--- config.mk ---
export PLATFORM = sky130hd
export DESIGN_NAME = lcd_mmio_bridge
export DESIGN_NICKNAME = d
export VERILOG_FILES = /design/src/rtl/lcd_pkg.sv /design/src/rtl/sync_fifo.sv /design/src/rtl/lcd_mmio_bridge.sv
export SDC_FILE = /design/constraint.sdc
export NUM_CORES = 1
export LEC_CHECK = 0
export BUFFER_PORTS_ARGS = -buffer_cell sky130_fd_sc_hd__buf_2
export CORE_MARGIN = 4
export CORE_UTILIZATION = 30
export CTS_CLUSTER_SIZE = 24
export DETAILED_ROUTE_END_ITERATION = 10
export MAX_ROUTING_LAYER = met4
export SYNTH_ARGS = -nofsm -noshare
export SYNTH_HDL_FRONTEND = slang
export SYNTH_SLANG_ARGS = --single-unit
--- constraint.sdc ---
create_clock -name clk -period 3.8 [get_ports clk]
set_input_delay 0.38 -clock clk [delete_from_list [all_inputs] [get_ports clk]]
set_output_delay 0.38 -clock clk [all_outputs]
set_load 0.02 [all_outputs]
--- src/rtl/lcd_pkg.sv ---
// Shared definitions for the LCD MMIO bridge: FSM encoding, slow-command
// constants and the queued entry layout.
package lcd_pkg;

  localparam logic [2:0] S_IDLE  = 3'd0;
  localparam logic [2:0] S_SETUP = 3'd1;
  localparam logic [2:0] S_PULSE = 3'd2;
  localparam logic [2:0] S_HOLD  = 3'd3;
  localparam logic [2:0] S_WAIT  = 3'd4;

  localparam logic [7:0] CMD_CLEAR     = 8'h01;
  localparam logic [7:0] CMD_HOME_MASK = 8'h02;

  typedef struct packed {
    logic       rs;
    logic [7:0] data;
  } lcd_entry_t;

  // Clear display (0x01) and return home (0x02/0x03) need the long execute wait.
  function automatic logic is_slow_cmd(input logic rs, input logic [7:0] data);
    return !rs && ((data == CMD_CLEAR) || ((data & 8'hFE) == CMD_HOME_MASK));
  endfunction

endpackage

--- src/rtl/sync_fifo.sv ---
// Single-clock show-ahead FIFO; push is ignored when full, pop when empty.
module sync_fifo #(
  parameter int unsigned WIDTH = 8,
  parameter int unsigned DEPTH = 8
) (
  input  logic                                         clk,
  input  logic                                         rst_n,
  input  logic                                         push,
  input  logic                                         pop,
  input  logic [WIDTH-1:0]                             wdata,
  output logic [WIDTH-1:0]                             rdata,
  output logic                                         full,
  output logic                                         empty,
  output logic [((DEPTH > 1) ? $clog2(DEPTH) : 1):0]   count
);

  localparam int unsigned AW = (DEPTH > 1) ? $clog2(DEPTH) : 1;

  logic [WIDTH-1:0] mem [DEPTH];
  logic [AW-1:0]    wr_ptr;
  logic [AW-1:0]    rd_ptr;
  logic             do_push;
  logic             do_pop;

  // Full is judged on the registered count, before any same-cycle pop.
  assign full    = (count == (AW+1)'(DEPTH));
  assign empty   = (count == '0);
  assign do_push = push && !full;
  assign do_pop  = pop && !empty;
  assign rdata   = mem[rd_ptr];

  always_ff @(posedge clk) begin
    if (do_push) mem[wr_ptr] <= wdata;
  end

  // Pointers wrap naturally because DEPTH is a power of two.
  always_ff @(posedge clk or negedge rst_n) begin
    if (!rst_n) begin
      wr_ptr <= '0;
      rd_ptr <= '0;
      count  <= '0;
    end else begin
      if (do_push) wr_ptr <= wr_ptr + AW'(1);
      if (do_pop)  rd_ptr <= rd_ptr + AW'(1);
      case ({do_push, do_pop})
        2'b10:   count <= count + (AW+1)'(1);
        2'b01:   count <= count - (AW+1)'(1);
        default: count <= count;
      endcase
    end
  end

endmodule

--- src/rtl/lcd_mmio_bridge.sv ---
// MMIO-to-HD44780 bridge: buffers CPU byte writes and replays them on the
// LCD bus with setup / enable / hold / execute timing.
module lcd_mmio_bridge
  import lcd_pkg::*;
#(
  parameter int unsigned DEPTH        = 8,
  parameter int unsigned SETUP_CYCLES = 8,
  parameter int unsigned EN_CYCLES    = 50,
  parameter int unsigned HOLD_CYCLES  = 4,
  parameter int unsigned EXEC_CYCLES  = 4000,
  parameter int unsigned CLEAR_CYCLES = 164000
) (
  input  logic                       clk,
  input  logic                       rst_n,
  input  logic                       wr_en,
  input  logic                       wr_rs,
  input  logic [7:0]                 wr_data,
  input  logic                       ovf_clr,
  output logic [7:0]                 lcd_data,
  output logic                       lcd_rs,
  output logic                       lcd_rw,
  output logic                       lcd_en,
  output logic                       busy,
  output logic                       full,
  output logic [$clog2(DEPTH):0]     count,
  output logic                       overflow
);

  localparam int unsigned CW     = $clog2(DEPTH) + 1;
  localparam int unsigned MAX_A  = (SETUP_CYCLES > EN_CYCLES) ? SETUP_CYCLES : EN_CYCLES;
  localparam int unsigned MAX_B  = (HOLD_CYCLES > EXEC_CYCLES) ? HOLD_CYCLES : EXEC_CYCLES;
  localparam int unsigned MAX_C  = (MAX_A > MAX_B) ? MAX_A : MAX_B;
  localparam int unsigned MAX_CY = (MAX_C > CLEAR_CYCLES) ? MAX_C : CLEAR_CYCLES;
  localparam int unsigned TW     = (MAX_CY < 2) ? 1 : $clog2(MAX_CY);

  logic [2:0]    state_q, state_d;
  logic [TW-1:0] cnt_q, cnt_d;
  logic          en_q, en_d;
  logic          rs_q, rs_d;
  logic [7:0]    data_q, data_d;
  logic          ovf_q, ovf_d;
  logic          pop_c;
  logic          cnt_zero_c;

  lcd_entry_t    wr_entry;
  lcd_entry_t    head;
  logic          fifo_full;
  logic          fifo_empty;
  logic [CW-1:0] fifo_count;

  assign wr_entry = '{rs: wr_rs, data: wr_data};

  sync_fifo #(
    .WIDTH ($bits(lcd_entry_t)),
    .DEPTH (DEPTH)
  ) u_fifo (
    .clk   (clk),
    .rst_n (rst_n),
    .push  (wr_en),
    .pop   (pop_c),
    .wdata (wr_entry),
    .rdata (head),
    .full  (fifo_full),
    .empty (fifo_empty),
    .count (fifo_count)
  );

  assign cnt_zero_c = (cnt_q == '0);

  // Next-state, shared down-counter and LCD bus values.
  always_comb begin
    state_d = state_q;
    cnt_d   = cnt_q;
    en_d    = en_q;
    rs_d    = rs_q;
    data_d  = data_q;
    pop_c   = 1'b0;
    case (state_q)
      S_IDLE: begin
        if (!fifo_empty) begin
          pop_c   = 1'b1;
          rs_d    = head.rs;
          data_d  = head.data;
          cnt_d   = TW'(SETUP_CYCLES - 1);
          state_d = S_SETUP;
        end
      end
      S_SETUP: begin
        if (cnt_zero_c) begin
          en_d    = 1'b1;
          cnt_d   = TW'(EN_CYCLES - 1);
          state_d = S_PULSE;
        end else begin
          cnt_d = cnt_q - TW'(1);
        end
      end
      S_PULSE: begin
        if (cnt_zero_c) begin
          en_d    = 1'b0;
          cnt_d   = TW'(HOLD_CYCLES - 1);
          state_d = S_HOLD;
        end else begin
          cnt_d = cnt_q - TW'(1);
        end
      end
      S_HOLD: begin
        if (cnt_zero_c) begin
          cnt_d   = is_slow_cmd(rs_q, data_q) ? TW'(CLEAR_CYCLES - 1) : TW'(EXEC_CYCLES - 1);
          state_d = S_WAIT;
        end else begin
          cnt_d = cnt_q - TW'(1);
        end
      end
      S_WAIT: begin
        if (cnt_zero_c) begin
          state_d = S_IDLE;
        end else begin
          cnt_d = cnt_q - TW'(1);
        end
      end
      default: begin
        state_d = S_IDLE;
        cnt_d   = '0;
        en_d    = 1'b0;
      end
    endcase
  end

  // A dropped write outranks a same-cycle clear.
  always_comb begin
    ovf_d = ovf_q;
    if (wr_en && fifo_full) ovf_d = 1'b1;
    else if (ovf_clr)       ovf_d = 1'b0;
  end

  always_ff @(posedge clk or negedge rst_n) begin
    if (!rst_n) begin
      state_q <= S_IDLE;
      cnt_q   <= '0;
      en_q    <= 1'b0;
      rs_q    <= 1'b0;
      data_q  <= 8'h00;
      ovf_q   <= 1'b0;
    end else begin
      state_q <= state_d;
      cnt_q   <= cnt_d;
      en_q    <= en_d;
      rs_q    <= rs_d;
      data_q  <= data_d;
      ovf_q   <= ovf_d;
    end
  end

  assign lcd_data = data_q;
  assign lcd_rs   = rs_q;
  assign lcd_rw   = 1'b0;
  assign lcd_en   = en_q;
  assign overflow = ovf_q;
  assign full     = fifo_full;
  assign count    = fifo_count;
  assign busy     = (state_q != S_IDLE) || !fifo_empty;

endmodule

==> impl_metrics.ini <==
[placed_design]
dpl_cell_area_um2 = 5670
gp_congestion = 0.933
hpwl_um = 7850
portBuffers = 29

[routing]
ant_nets = 0
via_per_inst = 5.13
wire_per_inst_um = 17.4
drt_first_pass_iters = 5
drtIter0Drc = 350
drc = 0
totalWireLength_um = 11700
vias = 3450

[setup_path]
slowest_delay_ps = 610
cpMaxStageDelayCell = or4_1
start_kind = flip-flop
cp.required_ps = 4100
path_common_cell = ha_1
path_class = flip-flop to flip-flop
crit_chain = or4_1 -> nand3_1 -> buf_4 -> inv_1 -> ha_1 -> ha_1 -> a21o_1 -> a21oi_1 -> xnor2_1 -> nor2_1 -> xor2_1
path_max_fanout = 21
end_kind = flip-flop
cp.arrival_ps = 3120

[clock_network]
clkLatencyLatePin_ps = 420
cts_resized = 0
max-clock-path-buffers = 2
cts_tree = built
path_clk_slew_ps = 60
cts_root_buf = clkbuf_16
postCtsSetupRepairBufs = 0
clkSinkCount = 114
cts_buffers = 17
cts_hold_buf = 0
cts_max_level = 4

[power_and_ir_drop]
ir_worst_vdd_uv = 395
p_per_area_nw_per_um2 = 796
p_total_mw = 5.00
p_leak_nw = 2.27

[logic_synthesis]
synthCells = 398
syn_avg_cell_area_um2 = 13.3
synth_top_area_share_pct = 40.8
synthTopCellsByCount = edfxtp_1 (72), nand2_1 (46), dfrtp_1 (42)
synthArstFlopShare_pct = 36.8
ys_ff_latch = 114
synth_edf_count = 72
yosys_warnings = 0
synthMostInstantiatedCell = edfxtp_1
yosysUniqueCellTypes = 64
synth_area_leaders = edfxtp_1 (41%), dfrtp_1 (20%), mux4_2 (7.7%)
synth_nets = 419
synth_top_flop_cell = edfxtp_1
ys_seq_area_share_pct = 60.6
syn_area_um2 = 5300
synth.largest_area_cell = edfxtp_1

[timing]
rsz0062_at_grt = no
drv_slew = 0
fmax_ghz = 0.354
fin_crit_sh_pct = 74.4
relSlewSlack_pct = 30.6
finClkSkew_ps = 10.3
fin_crit_ps = 2830
finalSetupViolations = 0
final.setup.tns_ps = 0
tightest_slew_ps = 1040
hold_violations = 0

[die]
rows = 48
start_util_pct = 30.6
chipHeight_um = 141
core_um2 = 17300
ios = 31
die_width_um = 141
dieArea_um2 = 19900

[global_route]
grt_first_pass_wirelength_um = 18900
grtUsageTotal_pct = 12.8
grt_pass1_vias = 3506
grt.overflow.total = 0
grt_max_degree = 43
antenna_found_initial = 0

[status]
status = complete, no violations

[final_layout]
layout-drive-gt1-share_pct = 22.8
diodes = 0
fin_nets = 456
final_cell_area_um2 = 6280
area_growth_pct = 18.5

[min_path]
holdCritPathClass = primary input to async pin

[flow_run]
cap_violations = 0
==> cell families after synthesis <==
| logic type | after synthesis | synth area share, % |
|---|---|---|
| XOR/XNOR | 11 | 1.82 |
| AND/OR/NAND/NOR | 129 | 13.5 |
| flip-flops | 114 | 60.6 |
| other | 1 | 0.0708 |
| AO/OA/AOI/OAI | 82 | 10.2 |
| multiplexers | 27 | 9.35 |
| adder cells (fa/ha/maj) | 8 | 2.03 |
| buffers and inverters | 26 | 2.34 |
==> flip-flops by register name (all words and copies together), names as in the netlist, 3 cells and up <==
name / flops
u_fifo.mem: 72
cnt_q: 18
lcd_data: 8
u_fifo.count: 4
state_q: 3
u_fifo.rd_ptr: 3
u_fifo.wr_ptr: 3
==> final timing paths <==
path | from | end | slack (ps) | depth (start not counted)
setup / recovery | u_fifo.count[0] | u_fifo.count[3] | 970 | 11
hold / removal | rst_n | cnt_q[6] | 110 | 1
setup reg to reg | u_fifo.count[0] | u_fifo.count[3] | 970 | 11
hold reg to reg | lcd_data[4] | lcd_data[4] | 520 | 2
max in group asynchronous | rst_n | lcd_data[6] | 3100 | 1
min in group clk | ovf_clr | overflow | 160 | 2
==> stage by stage <==
stage,hold slack (ps),setup slack (ps),instances,util [%]
after floorplan,84.4,793,398,-
after global placement,490,990,641,32.8
after detailed placement,509,967,641,32.8
after CTS,136,953,673,36.3
after global routing,147,714,673,36.3
final,109,974,673,36.3
==> area by class of cell <==
class,count,area [um2]
clock inverters,13,174
well taps,225,282
clock buffers,19,433
multi-input cells,258,1960
flip-flops and latches,114,3210
inverters,11,41.3
fillers,1680,11000
repair buffers,33,175
==> worst max-delay path, delay by kind of cell, from the launching register on <==
family	cells	cell delay (ps)
and+or+nand+nor	3	800
xor gates and xnor gates	2	270
DFF	1	450
buffers and inverters	2	330
AOI/OAI and AO/OA	2	340
adders and majority gates	2	520
==> placed cells by master (no fill, tap or decap), types with 3 or more instances in the layout <==
cell       synthesis  final
nor3_1            13     13
dfrtp_1           42     42
buf_4              2      4
buf_2              3     29
or3_1              4      4
mux2i_1            9      9
nand2b_1           3      3
a31oi_1            5      5
or4_1              3      3
a21oi_1           11     11
xnor2_1            9      9
nor2_1            23     23
o21ai_0           17     17
a211oi_1           4      4
nor4_1             3      3
o211ai_1           4      4
edfxtp_1          72     72
inv_6              0      4
inv_1             10     10
clkinv_4           0      5
ha_1               7      7
clkbuf_16          0     17
nand2_1           46     46
mux4_2            18     18
bufinv_16          0      3
o221ai_1           3      3
o21ai_1           17     17
nor3_2             3      3
nand3_1            8      8
==> per-layer routing <==
layer / up-vias / wire length (um) / track usage (%) / part of all wire (%)
li1: 1607 / - / - / -
met1: 1732 / 5120 / 15.7 / 44
met2: 91 / 5840 / 20.3 / 50
met3: 20 / 475 / 3.36 / 4.1
met4: 0 / 250 / 5.35 / 2.1
met5: - / 0 / - / 0
==> power breakdown <==
| group | switching [mW] | internal, mW |
|---|---|---|
| Sequential | 0.363 | 1.64 |
| Clock | 0.587 | 1.04 |
| Combinational | 0.764 | 0.601 |
Note: power is estimated with default switching activity, not from simulation.
